==> src/rtl/operand_entry_pkg.sv <==
// rtl/operand_entry_pkg.sv - shared key codes, state encoding and operand width
package operand_entry_pkg;

  localparam int OP_W = 9;

  localparam logic [3:0] KEY_NEG    = 4'd10;
  localparam logic [3:0] KEY_CLR    = 4'd11;
  localparam logic [3:0] KEY_STORE  = 4'd12;
  localparam logic [3:0] KEY_RECALL = 4'd13;

  typedef enum logic [2:0] {
    ENTRY   = 3'd0,
    WAIT_WR = 3'd1,
    WRITE   = 3'd2,
    WAIT_RD = 3'd3,
    READ    = 3'd4,
    LOAD    = 3'd5
  } state_t;

endpackage

==> src/rtl/operand_entry_digit_accum.sv <==
// rtl/operand_entry_digit_accum.sv - decimal digit accumulate with range and count checks
module digit_accum #(
  parameter int MAX_DIGITS = 3,
  parameter int MAX_MAG    = 255
) (
  input  logic [8:0] mag_i,
  input  logic [3:0] d_i,
  input  logic [1:0] digit_cnt_i,
  output logic [8:0] next_mag_o,
  output logic       ok_o
);

  localparam logic [12:0] MAX_MAG_W  = 13'(MAX_MAG);
  localparam logic [2:0]  MAX_DIG_W  = 3'(MAX_DIGITS);

  logic [12:0] mag_w;
  logic [12:0] times10;
  logic [12:0] sum;

  // Full 13-bit width so a recalled 256 times ten still compares correctly.
  assign mag_w      = {4'b0000, mag_i};
  assign times10    = (mag_w << 3) + (mag_w << 1);
  assign sum        = times10 + {9'd0, d_i};
  assign next_mag_o = sum[8:0];
  assign ok_o       = ({1'b0, digit_cnt_i} < MAX_DIG_W) && (sum <= MAX_MAG_W);

endmodule

==> src/rtl/operand_entry.sv <==
// rtl/operand_entry.sv - keypad operand entry with STORE/RECALL register-file transactions
module operand_entry
  import operand_entry_pkg::*;
#(
  parameter int NREG       = 4,
  parameter int MAX_DIGITS = 3,
  parameter int MAX_MAG    = 255
) (
  input  logic            clk,
  input  logic            rst,
  input  logic            key_valid,
  input  logic [3:0]      key_code,
  input  logic [OP_W-1:0] reg_val,
  output logic [OP_W-1:0] op1,
  output logic [2:0]      reg_num,
  output logic [2:0]      reg_sel,
  output logic            neg,
  output logic [1:0]      digit_cnt,
  output logic            busy,
  output logic            err
);

  localparam logic [3:0]      NREG_K    = 4'(NREG);
  localparam logic [OP_W-1:0] MAX_MAG_K = OP_W'(MAX_MAG);

  state_t          state_q, state_d;
  logic [OP_W-1:0] mag_q, mag_d;
  logic            neg_q, neg_d;
  logic [1:0]      cnt_q, cnt_d;
  logic            err_q, err_d;
  logic [2:0]      target_q, target_d;

  logic [OP_W-1:0] acc_mag;
  logic            acc_ok;
  logic            is_digit;
  logic            is_target;

  digit_accum #(
    .MAX_DIGITS (MAX_DIGITS),
    .MAX_MAG    (MAX_MAG)
  ) u_digit_accum (
    .mag_i       (mag_q),
    .d_i         (key_code),
    .digit_cnt_i (cnt_q),
    .next_mag_o  (acc_mag),
    .ok_o        (acc_ok)
  );

  assign is_digit  = (key_code <= 4'd9);
  assign is_target = (key_code >= 4'd1) && (key_code <= NREG_K);

  always_comb begin
    state_d  = state_q;
    mag_d    = mag_q;
    neg_d    = neg_q;
    cnt_d    = cnt_q;
    err_d    = err_q;
    target_d = target_q;
    case (state_q)
      ENTRY: begin
        if (key_valid) begin
          if (is_digit) begin
            if (acc_ok) begin
              mag_d = acc_mag;
              cnt_d = cnt_q + 2'd1;
            end else begin
              err_d = 1'b1;
            end
          end else if (key_code == KEY_NEG) begin
            if (mag_q <= MAX_MAG_K) neg_d = ~neg_q;
            else                    err_d = 1'b1;
          end else if (key_code == KEY_CLR) begin
            mag_d = '0;
            neg_d = 1'b0;
            cnt_d = 2'd0;
            err_d = 1'b0;
          end else if (key_code == KEY_STORE) begin
            state_d = WAIT_WR;
          end else if (key_code == KEY_RECALL) begin
            state_d = WAIT_RD;
          end
        end
      end
      WAIT_WR, WAIT_RD: begin
        if (key_valid) begin
          if (is_target) begin
            target_d = key_code[2:0];
            state_d  = (state_q == WAIT_WR) ? WRITE : READ;
          end else if (is_digit) begin
            err_d   = 1'b1;
            state_d = ENTRY;
          end else if (key_code == KEY_CLR) begin
            mag_d   = '0;
            neg_d   = 1'b0;
            cnt_d   = 2'd0;
            err_d   = 1'b0;
            state_d = ENTRY;
          end
        end
      end
      WRITE: begin
        mag_d   = '0;
        neg_d   = 1'b0;
        cnt_d   = 2'd0;
        state_d = ENTRY;
      end
      READ: state_d = LOAD;
      LOAD: begin
        // Two's-complement magnitude; -256 maps to 256, which still fits 9 bits unsigned.
        neg_d   = reg_val[OP_W-1];
        mag_d   = reg_val[OP_W-1] ? (~reg_val + OP_W'(1)) : reg_val;
        cnt_d   = 2'd0;
        state_d = ENTRY;
      end
      default: state_d = ENTRY;
    endcase
  end

  always_ff @(posedge clk or posedge rst) begin
    if (rst) begin
      state_q  <= ENTRY;
      mag_q    <= '0;
      neg_q    <= 1'b0;
      cnt_q    <= 2'd0;
      err_q    <= 1'b0;
      target_q <= 3'd0;
    end else begin
      state_q  <= state_d;
      mag_q    <= mag_d;
      neg_q    <= neg_d;
      cnt_q    <= cnt_d;
      err_q    <= err_d;
      target_q <= target_d;
    end
  end

  assign op1       = neg_q ? (~mag_q + OP_W'(1)) : mag_q;
  assign reg_num   = (state_q == WRITE) ? target_q : 3'd0;
  assign reg_sel   = (state_q == READ)  ? target_q : 3'd0;
  assign neg       = neg_q;
  assign digit_cnt = cnt_q;
  assign err       = err_q;
  assign busy      = (state_q == WRITE) || (state_q == READ) || (state_q == LOAD);

endmodule
==> config.mk <==
export PLATFORM = sky130hd
export DESIGN_NAME = operand_entry
export DESIGN_NICKNAME = d
export VERILOG_FILES = /design/src/rtl/operand_entry_pkg.sv /design/src/rtl/operand_entry_digit_accum.sv /design/src/rtl/operand_entry.sv
export SDC_FILE = /design/constraint.sdc
export NUM_CORES = 1
export LEC_CHECK = 0
export CAP_MARGIN = 0
export CORE_ASPECT_RATIO = 0.8
export CORE_MARGIN = 4
export CORE_UTILIZATION = 35
export CTS_CLUSTER_SIZE = 8
export DETAILED_ROUTE_END_ITERATION = 12
export GPL_TIMING_DRIVEN = 0
export PLACE_DENSITY = 0.68
export RECOVER_POWER = 50
export REMOVE_ABC_BUFFERS = 1
export SLEW_MARGIN = 20
export SYNTH_ARGS = -nofsm -noshare
export SYNTH_HDL_FRONTEND = slang
export SYNTH_SLANG_ARGS = --single-unit
==> constraint.sdc <==
create_clock -name clk -period 8.8 [get_ports clk]
set_input_delay 2.2 -clock clk [delete_from_list [all_inputs] [get_ports clk]]
set_output_delay 2.2 -clock clk [all_outputs]
set_load 0.005 [all_outputs]
[Word-level counts from Yosys, hierarchy flattened]
Cells that the tools add are included.
Widths: inputs -> output; s select.
Cells by class
  reductions and logical operators: 16
  order comparisons: 6
  shift-type cells: 0
  multiplexer cells: 53
  equal/unequal tests: 23
  add/subtract/negate cells: 5
  bitwise logic cells: 3
  div/mod/pow operators: 0
  multiply operators: 0
Operator list (count)
  $mux 9: 10
  $mux 3: 13
  $pmux 9 s4: 1
  $reduce_and 7->1: 4
  $add 9x1->9 const B: 2
  $not 9->9: 2
  $mux 1: 17
  $eq 4x4->1 const B: 4
  $mux 2: 8
  $ne 3x3->1 const B: 5
  $ne 2x2->1 const B: 7
  $add 12x10->13: 1
  $add 13x4->13: 1
  $le 13x8->1 const B: 1
  $le 9x8->1 const B: 1
  $pmux 3 s3: 1
  $ne 4x4->1 const B: 2
  $eq 3x2->1 const B: 2
  $eq 3x3->1 const B: 2
  $pmux 2 s3: 1
  $reduce_and 6->1: 1
  $ge 4x1->1 const B: 1
  $le 4x3->1 const B: 1
  $le 4x4->1 const B: 1
  other kinds (14): 17
Storage, ports and cells
  bits in registers: 19
  bits of input ports: 16
  bits in read-only memories: 0
  memory bits (writable): 0
  memories: 0
  latch bits: 0
  logic and storage cells: 112

[Depth between registers and ports, before layout]
  depth after elaboration: 8
  depth in mapped cells: 12

[By module]
From an unflattened synthesis, not the netlist that was laid out.
Unflattened totals
  cells, all modules: 262
  area, all modules: 2223.4 sq um
Modules (own cells, without submodules)
  operand_entry: area each 1642.8 sq um, times used 1, cells each 189, sequential area each 475.5 sq um
  digit_accum: area each 580.6 sq um, times used 1, cells each 73, sequential area each 0.0 sq um

[Least setup slack after synthesis]
No wires, ideal clock.
  path kind: input to register
  start point: input port key_code[3]
  end point: register cnt_q[0], in the netlist digit_cnt[0]
  slack: 3.711 ns
  library setup time: 0.125 ns
  data required time: 8.675 ns
  stages on the path: 11
  arrival time: 4.964 ns
  path through: fa_1 inv_1 fa_1 nand2b_1 a21oi_1 mux2i_1 o2111ai_2 a2111oi_2 o21ai_2 buf_6 mux2_4
On the way
  word-level cells in the longest chain between the ends: 6
RTL lines
  start: declaration: RTL line operand_entry.sv:12  | input logic [3:0] key_code,
  branches (longest 6 deep; another with $add 13x4->13)
  end signal: assignment: RTL line operand_entry.sv:131  | cnt_q <= cnt_d;
  end: declaration: RTL line operand_entry.sv:29  | logic [1:0] cnt_q, cnt_d;
Several ways; the timed one is not identified. The select of a mux whose other input is x is not followed.
A chain may end at the register's enable or synchronous reset.

[Final worst setup path]
  start point: input port key_code[3]
  end point: register mag_q[2]
On the way
  word-level cells in the longest chain between the ends: 6
RTL lines
  branches (longest 6 deep; another with $add 13x4->13)
  end signal: assignment: RTL line operand_entry.sv:129  | mag_q <= mag_d;
  end: declaration: RTL line operand_entry.sv:27  | logic [OP_W-1:0] mag_q, mag_d;
Several ways; the timed one is not identified. The select of a mux whose other input is x is not followed.

==> results_dict.tcl <==
set metrics [dict create \
    dp_slack_ns 2.582 \
    postSynthAreaPerCell_um2 8.181 \
    crit_start "key_code[3]" \
    grt_pass1_vias 1913 \
    r2r_start "mag_q[2]" \
    endpoint "mag_q[2]" \
    dp_hpwl_um 4596 \
    hold_buffers 0 \
    power_frac_clock_pct 6.8 \
    r2r_slack_ns 5.01 \
    end_kind "flop" \
    synth_seq_cells 19 \
    finalWorstPathRequiredPeriod_ns 5.905 \
    r2r_end "mag_q[2]" \
    fp.dieArea_mm2 0.007680 \
    rows 25 \
    syn-cell-area_mm2 0.002217 \
    post_drt_wl_per_cell_um 15.61 \
    die_x_um 96.99 \
    rsz0062_at_grt "false" \
    tritoncts "yes" \
    synth_cell_types 58 \
    cp.arrival_ns 6.06 \
    portBuffers 35 \
    routed_wl_um 5870 \
    grt_max_degree 20 \
    clk_latency_ns 0.27 \
    final_util_pct 43.77 \
    tightest_slew_ns 0.9975 \
    crit_fanout 12 \
    grt-ovfl-total 0 \
    area.growth.synth_to_final_pct 19.19 \
    finalSetupViolCount 0 \
    cellLeakagePower_nw 1.145 \
    cts.sinks 19 \
    start_kind "primary input" \
    path_clk_slew_ns 0.08 \
    p_sw_mw 0.4526 \
    place_inst 372 \
    crit_type "primary input to flop" \
    status "finished, final reports clean" \
    fin_ws_ns 2.895 \
    async_flop_share_pct 100.0 \
    total_power_mw 0.9683 \
    grt_usage_pct 15.26 \
    pwr-share-comb_pct 72.8 \
    rr_worst_depth 10 \
    drcViolationCount 0 \
    synth_edf_count 0 \
    first_pass_iters 5 \
    nFillCells 618 \
    p_int_mw 0.5158 \
    chipHeight_um 79.19 \
    switching_share_pct 46.74 \
    num_vias 2187 \
    required_ns 8.95 \
    ys_warn_count 0 \
    final_cells 376 \
    maxSlewHeadroom_pct 32.99 \
    holdWs_ns 0.5306 \
    postCtsSetupRepairBufs 0 \
    num-nets-final 335 \
    drtAntennaViolNets 0 \
    drt_iter0_drc 243 \
    hp-class "flop to flop" \
    final_area_mm2 0.002643 \
    ys.flop_type "dfrtp_1" \
    htreeDepth 1 \
    grt_pass1_wl_um 9625 \
    irDropWorstVdd_uv 104.9 \
    seq_area_frac_synth_pct 21.44 \
    cts_buffers 3 \
    syn_inst 271 \
    finalHoldViolCount 0 \
    fin_skew_ns 0.007181 \
    start_util_pct 36.73 \
    antenna_cells 0 \
    drive_gt1_share_pct 6.441 \
    clockRootBuffer "clkbuf_8" \
    cts_resized 0 \
    clk_path_buf_depth 2 \
    gp_congestion 0.8828 \
    fin_tns_setup_ns 0 \
    cap_violations 0 \
    routed_via_density 5.816 \
    p_seq_share_pct 20.4 \
    p_per_area_mw_per_mm2 366.4 \
    io_pins 36 \
    max_freq_ghz 0.1694 \
    finalMaxSlewViolations 0 \
    grt_antenna_before_repair 0 \
    period_share_pct 67.10 \
    dpl_cell_area_mm2 0.002596 \
    core-area_mm2 0.006037 \
]
## how the worst min path moves through the flow
stage / slack, ns / cells after the start / end / from
after floorplan: 0.46 / 2 / target_q[2] / target_q[2]
after global placement: 0.51 / 2 / target_q[2] / target_q[2]
after detailed placement: 0.52 / 2 / target_q[2] / target_q[2]
after CTS: 0.54 / 2 / target_q[2] / target_q[2]
after global routing: 0.57 / 2 / target_q[2] / target_q[2]
final: 0.53 / 2 / target_q[2] / target_q[2]
## synthesized netlist by cell type, types with 3 or more instances
library cell / count / area (um^2)
a22oi_1: 7 / 52.55
nand3_1: 7 / 35.03
mux2_4: 5 / 75.07
o21ai_0: 24 / 120.1
nor2_1: 22 / 82.58
a31oi_1: 3 / 18.77
o21ai_1: 3 / 15.01
nand2b_1: 5 / 31.28
buf_2: 4 / 20.02
o41ai_1: 3 / 26.28
and3_1: 7 / 43.79
xor2_1: 3 / 26.28
inv_1: 17 / 63.81
ha_1: 21 / 262.8
a21oi_1: 10 / 50.05
mux2_2: 4 / 45.04
nor3_1: 4 / 20.02
mux2i_1: 5 / 50.05
clkbuf_1: 9 / 33.78
a32oi_1: 3 / 26.28
o31ai_1: 4 / 30.03
xnor2_1: 14 / 122.6
dfrtp_1: 19 / 475.5
nand2_1: 24 / 90.09
## logic make-up (layout without fill, tap and decap cells)
family | Yosys count | after routing | share of synthesized area, %
flops | 19 | 19 | 21.44
buf+inv | 32 | 56 | 6.151
xor+xnor | 17 | 17 | 6.716
mux | 14 | 14 | 7.675
fa+ha+maj | 23 | 23 | 13.66
simple gates | 81 | 81 | 17.38
compound gates | 85 | 85 | 26.98
## power by group through the flow
stage | registers, mW | logic (mW) | clock network [mW]
floorplan | 0.176 | 0.504 | 0
global placement | 0.199 | 0.685 | 0
detailed placement | 0.200 | 0.703 | 0
CTS | 0.198 | 0.709 | 0.0660
global route | 0.208 | 0.783 | 0.0717
finish | 0.198 | 0.705 | 0.0654
## critical path: stages
cell,delay (ns)
clkdlybuf4s50_1,0.63
fa_1,0.65
inv_1,0.07
fa_1,0.44
nand2b_1,0.19
a21oi_1,0.27
mux2i_1,0.25
o2111ai_2,0.14
a2111oi_2,0.50
o21ai_2,0.34
mux2_4,0.37
## cell usage in the layout (no fill, tap or decap), types with 2 or more instances in the layout
master	Yosys	routed
inv_1	17	17
mux2i_1	5	5
nor4_1	2	2
o21ai_1	3	3
a221oi_1	2	2
a22oi_1	7	7
nor3_1	4	4
fa_1	2	2
o21bai_1	2	2
a222oi_1	2	2
a32oi_1	3	3
o211ai_1	2	2
nor2b_1	2	2
dfrtp_1	19	19
dlygate4sd3_1	0	7
a211oi_2	2	2
o31ai_1	4	4
nor2_1	22	22
clkdlybuf4s50_1	0	28
o41ai_1	3	3
o21a_1	2	2
mux2_4	5	5
nand3_1	7	7
clkbuf_8	0	3
nand2_1	24	24
mux2_2	4	4
a31oi_1	3	3
o21ai_0	24	24
and3_1	7	7
xor2_1	3	3
xnor2_1	14	14
a21oi_1	10	10
nand2b_1	5	5
ha_1	21	21
a22o_1	2	2
## flip-flops by register name, summed over array words and instances, names as in the netlist
register   count
state_q        3
neg            1
digit_cnt      2
target_q       3
err            1
mag_q          9
## final cells by class
| type | count | area, um^2 | share of cell area (%) |
|---|---|---|---|
| clock buffers | 3 | 41.29 | 1.563 |
| clock inverters | 1 | 5.005 | 0.1894 |
| inverters | 17 | 63.81 | 2.415 |
| multi-input cells | 220 | 1605 | 60.75 |
| flip-flops and latches | 19 | 475.5 | 17.99 |
| well taps | 81 | 101.3 | 3.835 |
| repair buffers | 35 | 350.3 | 13.26 |
## metal layers
metal  share of wire, %  wire (um)  track usage (%)  vias up
met2                 44       2591            24.38       83
met1                 49       2875            21.94     1046
met4                1.6         93            3.927        0
met3                5.3        310            1.668       11
li1                   -          -                -     1047
met5                  0          0                0        -
Note: power is estimated with default switching activity, not from simulation.
